### src/rtl/spiker_adapter_pkg.sv
// Shared types and defaults for the spiker adapter: word geometry, controller state encoding.
package spiker_adapter_pkg;

    localparam int unsigned DEF_WIDTH          = 32;
    localparam int unsigned DEF_N_SPIKES       = 784;
    localparam int unsigned DEF_TIMEOUT_CYCLES = 1024;

    function automatic int unsigned ceil_div(input int unsigned num, input int unsigned den);
        return (num + den - 1) / den;
    endfunction

    typedef enum logic [1:0] {
        ST_IDLE = 2'd0,
        ST_SEND = 2'd1,
        ST_RECV = 2'd2
    } ctrl_state_e;

    typedef logic [DEF_WIDTH-1:0] spike_word_t;

endpackage

### src/rtl/spiker_word_mask.sv
// Zeroes the bits of one stream word whose global spike index is at or beyond N_SPIKES.
module spiker_word_mask
    import spiker_adapter_pkg::*;
#(
    parameter int unsigned WIDTH    = DEF_WIDTH,
    parameter int unsigned N_SPIKES = DEF_N_SPIKES,
    parameter int unsigned IDX_W    = 5
) (
    input  logic [IDX_W-1:0] idx_i,
    input  logic [WIDTH-1:0] word_i,
    output logic [WIDTH-1:0] word_c
);

    always_comb begin
        word_c = '0;
        for (int unsigned b = 0; b < WIDTH; b++) begin
            word_c[b] = word_i[b] & ((32'(idx_i) * WIDTH + b) < N_SPIKES);
        end
    end

endmodule

### src/rtl/spiker_stream_ctrl.sv
// Sequencer: snapshots spike words, streams them to the core, collects the same number of
// result words back with a receive-idle timeout, and reports busy/done/error.
module spiker_stream_ctrl
    import spiker_adapter_pkg::*;
#(
    parameter int unsigned  WIDTH          = DEF_WIDTH,
    parameter int unsigned  N_SPIKES       = DEF_N_SPIKES,
    parameter int unsigned  TIMEOUT_CYCLES = DEF_TIMEOUT_CYCLES,
    localparam int unsigned N_WORDS        = ceil_div(N_SPIKES, WIDTH),
    localparam int unsigned CNT_W          = $clog2(N_WORDS + 1)
) (
    input  logic                       clk_i,
    input  logic                       rst_ni,
    input  logic                       start_i,
    input  logic                       abort_i,
    input  logic [N_WORDS*WIDTH-1:0]   words_i,
    output logic [WIDTH-1:0]           tx_data_o,
    output logic                       tx_valid_o,
    output logic                       tx_last_o,
    input  logic                       tx_ready_i,
    input  logic [WIDTH-1:0]           rx_data_i,
    input  logic                       rx_valid_i,
    output logic                       rx_ready_o,
    output logic [N_WORDS*WIDTH-1:0]   result_o,
    output logic                       busy_o,
    output logic                       done_o,
    output logic                       err_o
);

    localparam int unsigned      BUS_W    = N_WORDS * WIDTH;
    localparam int unsigned      TO_W     = (TIMEOUT_CYCLES > 1) ? $clog2(TIMEOUT_CYCLES) : 1;
    localparam logic [CNT_W-1:0] LAST_IDX = CNT_W'(N_WORDS - 1);
    localparam logic [TO_W-1:0]  TO_MAX   = TO_W'(TIMEOUT_CYCLES - 1);

    ctrl_state_e      state_q, state_d;
    logic [CNT_W-1:0] cnt_q, cnt_d;
    logic [TO_W-1:0]  tcnt_q, tcnt_d;
    logic [BUS_W-1:0] snap_q, snap_d;
    logic [BUS_W-1:0] result_q, result_d;
    logic [WIDTH-1:0] tx_data_q, tx_data_d;
    logic             tx_valid_q, tx_valid_d;
    logic             tx_last_q, tx_last_d;
    logic             rx_ready_q, rx_ready_d;
    logic             busy_q, busy_d;
    logic             done_q, done_d;
    logic             err_q, err_d;

    logic [BUS_W-1:0] words_masked_c;
    logic [WIDTH-1:0] rx_masked_c;

    // Padding mask on the snapshot path, one instance per word slot.
    for (genvar k = 0; k < N_WORDS; k++) begin : g_snap_mask
        spiker_word_mask #(
            .WIDTH    (WIDTH),
            .N_SPIKES (N_SPIKES),
            .IDX_W    (CNT_W)
        ) u_snap_mask (
            .idx_i  (CNT_W'(k)),
            .word_i (words_i[k*WIDTH +: WIDTH]),
            .word_c (words_masked_c[k*WIDTH +: WIDTH])
        );
    end

    spiker_word_mask #(
        .WIDTH    (WIDTH),
        .N_SPIKES (N_SPIKES),
        .IDX_W    (CNT_W)
    ) u_rx_mask (
        .idx_i  (cnt_q),
        .word_i (rx_data_i),
        .word_c (rx_masked_c)
    );

    always_ff @(posedge clk_i or negedge rst_ni) begin
        if (!rst_ni) begin
            state_q    <= ST_IDLE;
            cnt_q      <= '0;
            tcnt_q     <= '0;
            snap_q     <= '0;
            result_q   <= '0;
            tx_data_q  <= '0;
            tx_valid_q <= 1'b0;
            tx_last_q  <= 1'b0;
            rx_ready_q <= 1'b0;
            busy_q     <= 1'b0;
            done_q     <= 1'b0;
            err_q      <= 1'b0;
        end else begin
            state_q    <= state_d;
            cnt_q      <= cnt_d;
            tcnt_q     <= tcnt_d;
            snap_q     <= snap_d;
            result_q   <= result_d;
            tx_data_q  <= tx_data_d;
            tx_valid_q <= tx_valid_d;
            tx_last_q  <= tx_last_d;
            rx_ready_q <= rx_ready_d;
            busy_q     <= busy_d;
            done_q     <= done_d;
            err_q      <= err_d;
        end
    end

    // Next state; abort takes priority over any beat or timeout in the same cycle.
    always_comb begin
        state_d    = state_q;
        cnt_d      = cnt_q;
        tcnt_d     = tcnt_q;
        snap_d     = snap_q;
        result_d   = result_q;
        done_d     = done_q;
        err_d      = err_q;
        tx_data_d  = '0;
        tx_valid_d = 1'b0;
        tx_last_d  = 1'b0;
        rx_ready_d = 1'b0;
        busy_d     = 1'b0;

        unique case (state_q)
            ST_IDLE: begin
                if (start_i && !abort_i) begin
                    snap_d   = words_masked_c;
                    result_d = '0;
                    done_d   = 1'b0;
                    err_d    = 1'b0;
                    cnt_d    = '0;
                    tcnt_d   = '0;
                    state_d  = ST_SEND;
                end
            end
            ST_SEND: begin
                if (abort_i) begin
                    state_d = ST_IDLE;
                end else if (tx_valid_q && tx_ready_i) begin
                    if (cnt_q == LAST_IDX) begin
                        cnt_d   = '0;
                        tcnt_d  = '0;
                        state_d = ST_RECV;
                    end else begin
                        cnt_d = cnt_q + CNT_W'(1);
                    end
                end
            end
            ST_RECV: begin
                if (abort_i) begin
                    state_d = ST_IDLE;
                end else if (rx_valid_i) begin
                    result_d[32'(cnt_q)*WIDTH +: WIDTH] = rx_masked_c;
                    tcnt_d = '0;
                    if (cnt_q == LAST_IDX) begin
                        cnt_d   = '0;
                        done_d  = 1'b1;
                        state_d = ST_IDLE;
                    end else begin
                        cnt_d = cnt_q + CNT_W'(1);
                    end
                end else if (tcnt_q == TO_MAX) begin
                    err_d   = 1'b1;
                    cnt_d   = '0;
                    state_d = ST_IDLE;
                end else begin
                    tcnt_d = tcnt_q + TO_W'(1);
                end
            end
            default: begin
                state_d = ST_IDLE;
            end
        endcase

        // Stream outputs are registered images of the upcoming state and word index.
        tx_valid_d = (state_d == ST_SEND);
        tx_last_d  = (state_d == ST_SEND) && (cnt_d == LAST_IDX);
        rx_ready_d = (state_d == ST_RECV);
        busy_d     = (state_d != ST_IDLE);
        if (state_d == ST_SEND) begin
            tx_data_d = snap_d[32'(cnt_d)*WIDTH +: WIDTH];
        end
    end

    assign tx_data_o  = tx_data_q;
    assign tx_valid_o = tx_valid_q;
    assign tx_last_o  = tx_last_q;
    assign rx_ready_o = rx_ready_q;
    assign result_o   = result_q;
    assign busy_o     = busy_q;
    assign done_o     = done_q;
    assign err_o      = err_q;

endmodule

### config.mk
export PLATFORM = sky130hd
export DESIGN_NAME = spiker_stream_ctrl
export DESIGN_NICKNAME = d
export VERILOG_FILES = /design/src/rtl/spiker_adapter_pkg.sv /design/src/rtl/spiker_word_mask.sv /design/src/rtl/spiker_stream_ctrl.sv
export SDC_FILE = /design/constraint.sdc
export NUM_CORES = 2
export LEC_CHECK = 0
export BUFFER_PORTS_ARGS = -buffer_cell sky130_fd_sc_hd__buf_4
export CAP_MARGIN = 20
export CORE_AREA = 2 2 657 659
export DETAILED_ROUTE_END_ITERATION = 16
export DIE_AREA = 0 0 659 661
export HOLD_SLACK_MARGIN = 0.02
export PLACE_DENSITY_LB_ADDON = 0.12
export SLEW_MARGIN = 20
export SYNTH_ARGS = -nofsm -noshare
export SYNTH_HDL_FRONTEND = slang
export SYNTH_HIERARCHICAL = 1
export SYNTH_SLANG_ARGS = --single-unit
### constraint.sdc
create_clock -name clk_i -period 3.03 [get_ports clk_i]
set_input_delay 0.303 -clock clk_i [delete_from_list [all_inputs] [get_ports clk_i]]
set_output_delay 0.303 -clock clk_i [all_outputs]
set_load 0.05 [all_outputs]
==> results_tabular.tex <==
\begin{tabular}{lr}
\hline
Metric & Value \\
\hline
\multicolumn{2}{l}{\textbf{Status}} \\
\quad Run status & finished with violations \\
\quad Violations in the final reports & setup timing \\
\multicolumn{2}{l}{\textbf{Global route}} \\
\quad Overall routing resource usage & 21.0\% \\
\quad Maximum number of pins on one net before global-route repair & 110 \\
\quad Antenna violations before repair & 133 \\
\quad Total congestion overflow after global routing & 0 \\
\quad Vias in the first global route & 67200 \\
\quad First-pass GRT wire length & 627000 µm \\
\multicolumn{2}{l}{\textbf{Yosys}} \\
\quad Area of the mapped netlist & 75400 µm² \\
\quad Number of warnings printed during yosys synthesis & 6 \\
\quad Count of flip-flops with a built-in enable after synthesis & 0 \\
\quad Fraction of synthesis flops using an asynchronous set or reset pin & 100\% \\
\quad Register bit total from synthesis & 1655 \\
\quad Sequential area share after synthesis & 54.9\% \\
\quad Number of unique standard cell types used by synthesis & 75 \\
\quad Primary FF master, synth & dfrtp\_1 \\
\quad Syn Inst Count & 6025 \\
\quad Post-synthesis average cell area & 12.5 µm² \\
\multicolumn{2}{l}{\textbf{Hold path}} \\
\quad Origin of the worst min-delay path & rx\_data\_i[21] \\
\quad Tightest Hold Check Type & input pin to flip-flop \\
\multicolumn{2}{l}{\textbf{Cells and area}} \\
\quad Count of fill cells added during filler insertion & 44600 \\
\quad Number of nets at the end of the flow & 9921 \\
\quad Sequential standard cell area & 41400 µm² \\
\quad Area taken by multi-input logic gates & 33400 µm² \\
\quad Post-layout instance count excluding filler cells & 15000 \\
\quad Area growth from synthesis to final layout & 58.2\% \\
\quad Share of final-layout standard cells stronger than drive strength 1 & 44.8\% \\
\multicolumn{2}{l}{\textbf{Job}} \\
\quad Number of max-cap violations & 0 \\
\multicolumn{2}{l}{\textbf{Die}} \\
\quad Area of the die & 436000 µm² \\
\quad Standard cell core area & 429000 µm² \\
\quad Die height & 661 µm \\
\quad Effective utilization at floorplan & 17.6\% \\
\quad Die Span X & 659 µm \\
\quad Site Rows & 241 \\
\quad I/O pin count & 1676 \\
\multicolumn{2}{l}{\textbf{Power and ir drop}} \\
\quad Ratio of total power to cell area & 602 nW/µm² \\
\quad Leakage dissipation & 0.0540 µW \\
\quad Post-route total power & 71800 µW \\
\quad Maximum vdd drop & 444 µV \\
\multicolumn{2}{l}{\textbf{Setup path}} \\
\quad Count of buffering cells on the critical path with inverters included & 5 \\
\quad Element type at the critical path end & flip-flop \\
\quad Category of the critical setup timing path & flip-flop to flip-flop \\
\quad Kind of cell with the highest combined delay on the critical path & compound AO/OA/AOI/OAI gates \\
\quad Data arrival time at the worst-slack endpoint & 4.11 ns \\
\quad Crit-path max cell delay & 0.39 ns \\
\quad Slowest library cell on the worst path & dfrtp\_1 \\
\quad Critical R2R Launch & tcnt\_q[0] \\
\quad Crit path max fanout & 23 \\
\quad Launch point of the critical path & tcnt\_q[0] \\
\quad Critical-path cell list & ha\_4 > nand3\_4 > o311a\_4 > buf\_12 > a2111oi\_4 > or2\_4 > buf\_4 > nor2\_4 > buf\_12 > buf\_6 > a32oi\_1 > a31oi\_1 > buf\_4 > a311oi\_2 \\
\quad Worst Path Required & 3.83 ns \\
\quad Startpoint class of the critical path & flip-flop \\
\multicolumn{2}{l}{\textbf{Clock network}} \\
\quad Clock buffers created by TritonCTS & 215 \\
\quad Clk pin slew, worst setup/hold paths & 0.06 ns \\
\quad Clock tree from TritonCTS & done \\
\quad Library cell used as clock root buffer & clkbuf\_16 \\
\quad Total number of H-tree levels & 4 \\
\quad CTS sink count & 1655 \\
\quad Insertion delay to the later sink of the worst-skew pair & 0.95 ns \\
\quad Maximum clock path buffer count & 4 \\
\multicolumn{2}{l}{\textbf{Routing}} \\
\quad Vias & 64000 \\
\quad Mean routed wirelength per cell & 31.8 µm \\
\quad Post-DRT Antenna Nets & 0 \\
\quad First-pass iteration count of the detailed router & 5 \\
\quad DR iter-0 viols & 4010 \\
\quad DRC violation count after routing & 0 \\
\quad Routed wire length & 477000 µm \\
\quad Number of vias per cell after detailed routing & 4.26 \\
\multicolumn{2}{l}{\textbf{Timing}} \\
\quad Unrepaired setup endpoints after global routing & yes \\
\quad Maximum operating frequency & 303 MHz \\
\quad Final period utilization & 109\% \\
\quad Final critical-path required period & 3.30 ns \\
\quad Total Neg Setup Slack & -6.31 ns \\
\quad Layout Skew & 0.0982 ns \\
\quad \# setup viols final & 32 \\
\quad Final Hold Violating Endpoints & 0 \\
\quad Transition time of the tightest slew-check pin & 1.04 ns \\
\quad Slack of the critical path & -0.273 ns \\
\quad Max transition margin & 30.4\% \\
\quad Count of pins over their slew limit & 0 \\
\multicolumn{2}{l}{\textbf{Placement}} \\
\quad Number of port buffers & 1675 \\
\quad Detailed-placement wirelength estimate & 364000 µm \\
\quad Placer Congestion & 0.858 \\
\quad Number of placed instances, taps included & 13600 \\
\hline
\end{tabular}
-- sequential cells by signal, indices dropped and copies added, names as in the netlist --
register	flops
done_o	1
tcnt_q	10
snap_q	800
err_o	1
result_o	800
busy_o	1
rx_ready_o	1
tx_data_o	32
tx_last_o	1
state_q	2
tx_valid_o	1
cnt_q	5
-- metal layers --
metal / GRT usage, % / routed length [µm] / vias up
met1: 24.0 / 183000 / 33300
li1: - / - / 27800
met5: 0 / 62 / -
met3: 3.86 / 24300 / 691
met4: 9.33 / 25500 / 8
met2: 37.9 / 244000 / 2172
-- synthesized netlist by cell type, types with 5 or more instances --
cell type	instances	area share (%)
dfrtp_1	1655	55
mux2_2	769	11
a22o_1	724	8.4
and2_1	521	4.3
clkbuf_1	345	1.7
and2_2	312	3.1
nand2_1	259	1.3
mux2i_1	227	3.0
o211ai_1	189	1.9
buf_2	117	0.78
o21ai_0	100	0.66
nand3b_1	66	0.66
a31oi_1	64	0.53
nand3_1	58	0.39
nor2_1	47	0.23
inv_1	43	0.21
nand2b_1	36	0.30
or2_2	34	0.28
a21o_1	33	0.33
a32oi_1	31	0.36
o211a_1	31	0.41
o21ai_1	31	0.21
o22a_1	31	0.36
buf_6	30	0.45
a311oi_2	27	0.54
o311ai_4	26	0.91
o21ba_2	23	0.31
clkbuf_2	22	0.15
buf_1	20	0.10
buf_4	20	0.20
nor3_1	16	0.11
a32o_1	11	0.15
a21oi_1	9	0.060
or3_1	9	0.075
o21ba_1	8	0.11
ha_1	7	0.12
nand4_1	7	0.058
o31ai_1	7	0.070
a311oi_1	6	0.070
nor4_1	5	0.042
-- path summary, 6_finish.rpt --
path | to | depth (start not counted) | slack (ns)
worst min register to register | result_o[447] | 2 | 0.48
worst max-delay path | tx_data_o[4] | 14 | -0.27
min in group asynchronous | result_o[117] | 3 | 0.57
worst max register to register | tx_data_o[4] | 14 | -0.27
worst min-delay path | result_o[533] | 4 | 0.13
max in group asynchronous | snap_q[8] | 5 | 1.16
-- power breakdown --
part	leakage [µW]	switching, µW	internal (µW)
sequential	0.0218	570	24300
combinational	0.0286	11100	8930
clock	0.00361	11000	16000
-- cells by family after synthesis --
group | synth area share (%)
flip-flops | 54.9
other | 0.00996
adder cells (fa/ha/maj) | 0.116
buffers and inverters | 3.62
AND/OR/NAND/NOR | 11.0
XOR/XNOR | 0.0465
multiplexers | 14.5
AO/OA/AOI/OAI | 15.7
-- metrics by stage --
| stage | instance area (µm²) | hold slack (ns) | setup slack (ns) | utilization [%] |
|---|---|---|---|---|
| after global routing | 119000 | 0.0790 | -0.338 | 27.8 |
| after floorplan | 76100 | 0.00741 | 0.0188 | - |
| final | 119000 | 0.128 | -0.273 | 27.8 |
| after CTS | 118000 | 0.0210 | -0.341 | 27.6 |
| after global placement | 100000 | 0.362 | -0.785 | 23.4 |
| after detailed placement | 100000 | 0.360 | -0.753 | 23.4 |
-- what timing repair did --
| item | in CTS | in global routing |
|---|---|---|
| gates resized for setup | 253 | 87 |
| setup endpoints to repair | 61 | 172 |
| setup buffers | 80 | 33 |
| pin swaps | 90 | 59 |
| gates cloned | 18 | 11 |
| hold endpoints to repair | 1833 | 0 |
| hold buffers | 818 | 0 |
-- layout by cell type, fill, tap and decap left out, types with 48 or more instances in the layout --
cell	n
buf_4	2109
buf_12	184
mux2i_1	200
dfrtp_1	1652
nand3_1	56
and2_1	500
nand2_1	247
clkbuf_16	230
o21ai_0	89
diode_2	56
mux2_2	754
a22o_1	723
conb_1	175
buf_6	48
clkbuf_1	49
dlygate4sd3_1	817
nand3b_1	66
o211ai_1	189
and2_2	332
clkbuf_8	54
-- worst min-delay path: stages --
cell and delay (ns):
buf_4 0.11, and2_2 0.38, nand2_1 0.14, o21ai_1 0.06
-- cell type report --
type                            count  share of cell area (%)
Clock buffer                      321                    5.35
Multi-Input combinational cell   3943                    28.0
Antenna cell                       56                   0.117
Tap cell                         5710                    5.99
Clock inverter                     67                   0.778
Timing Repair inverter              1                 0.00944
Timing Repair Buffer             3214                    24.8
Sequential cell                  1655                    34.7
Inverter                           46                   0.181
(Power assumes the default switching activity.)
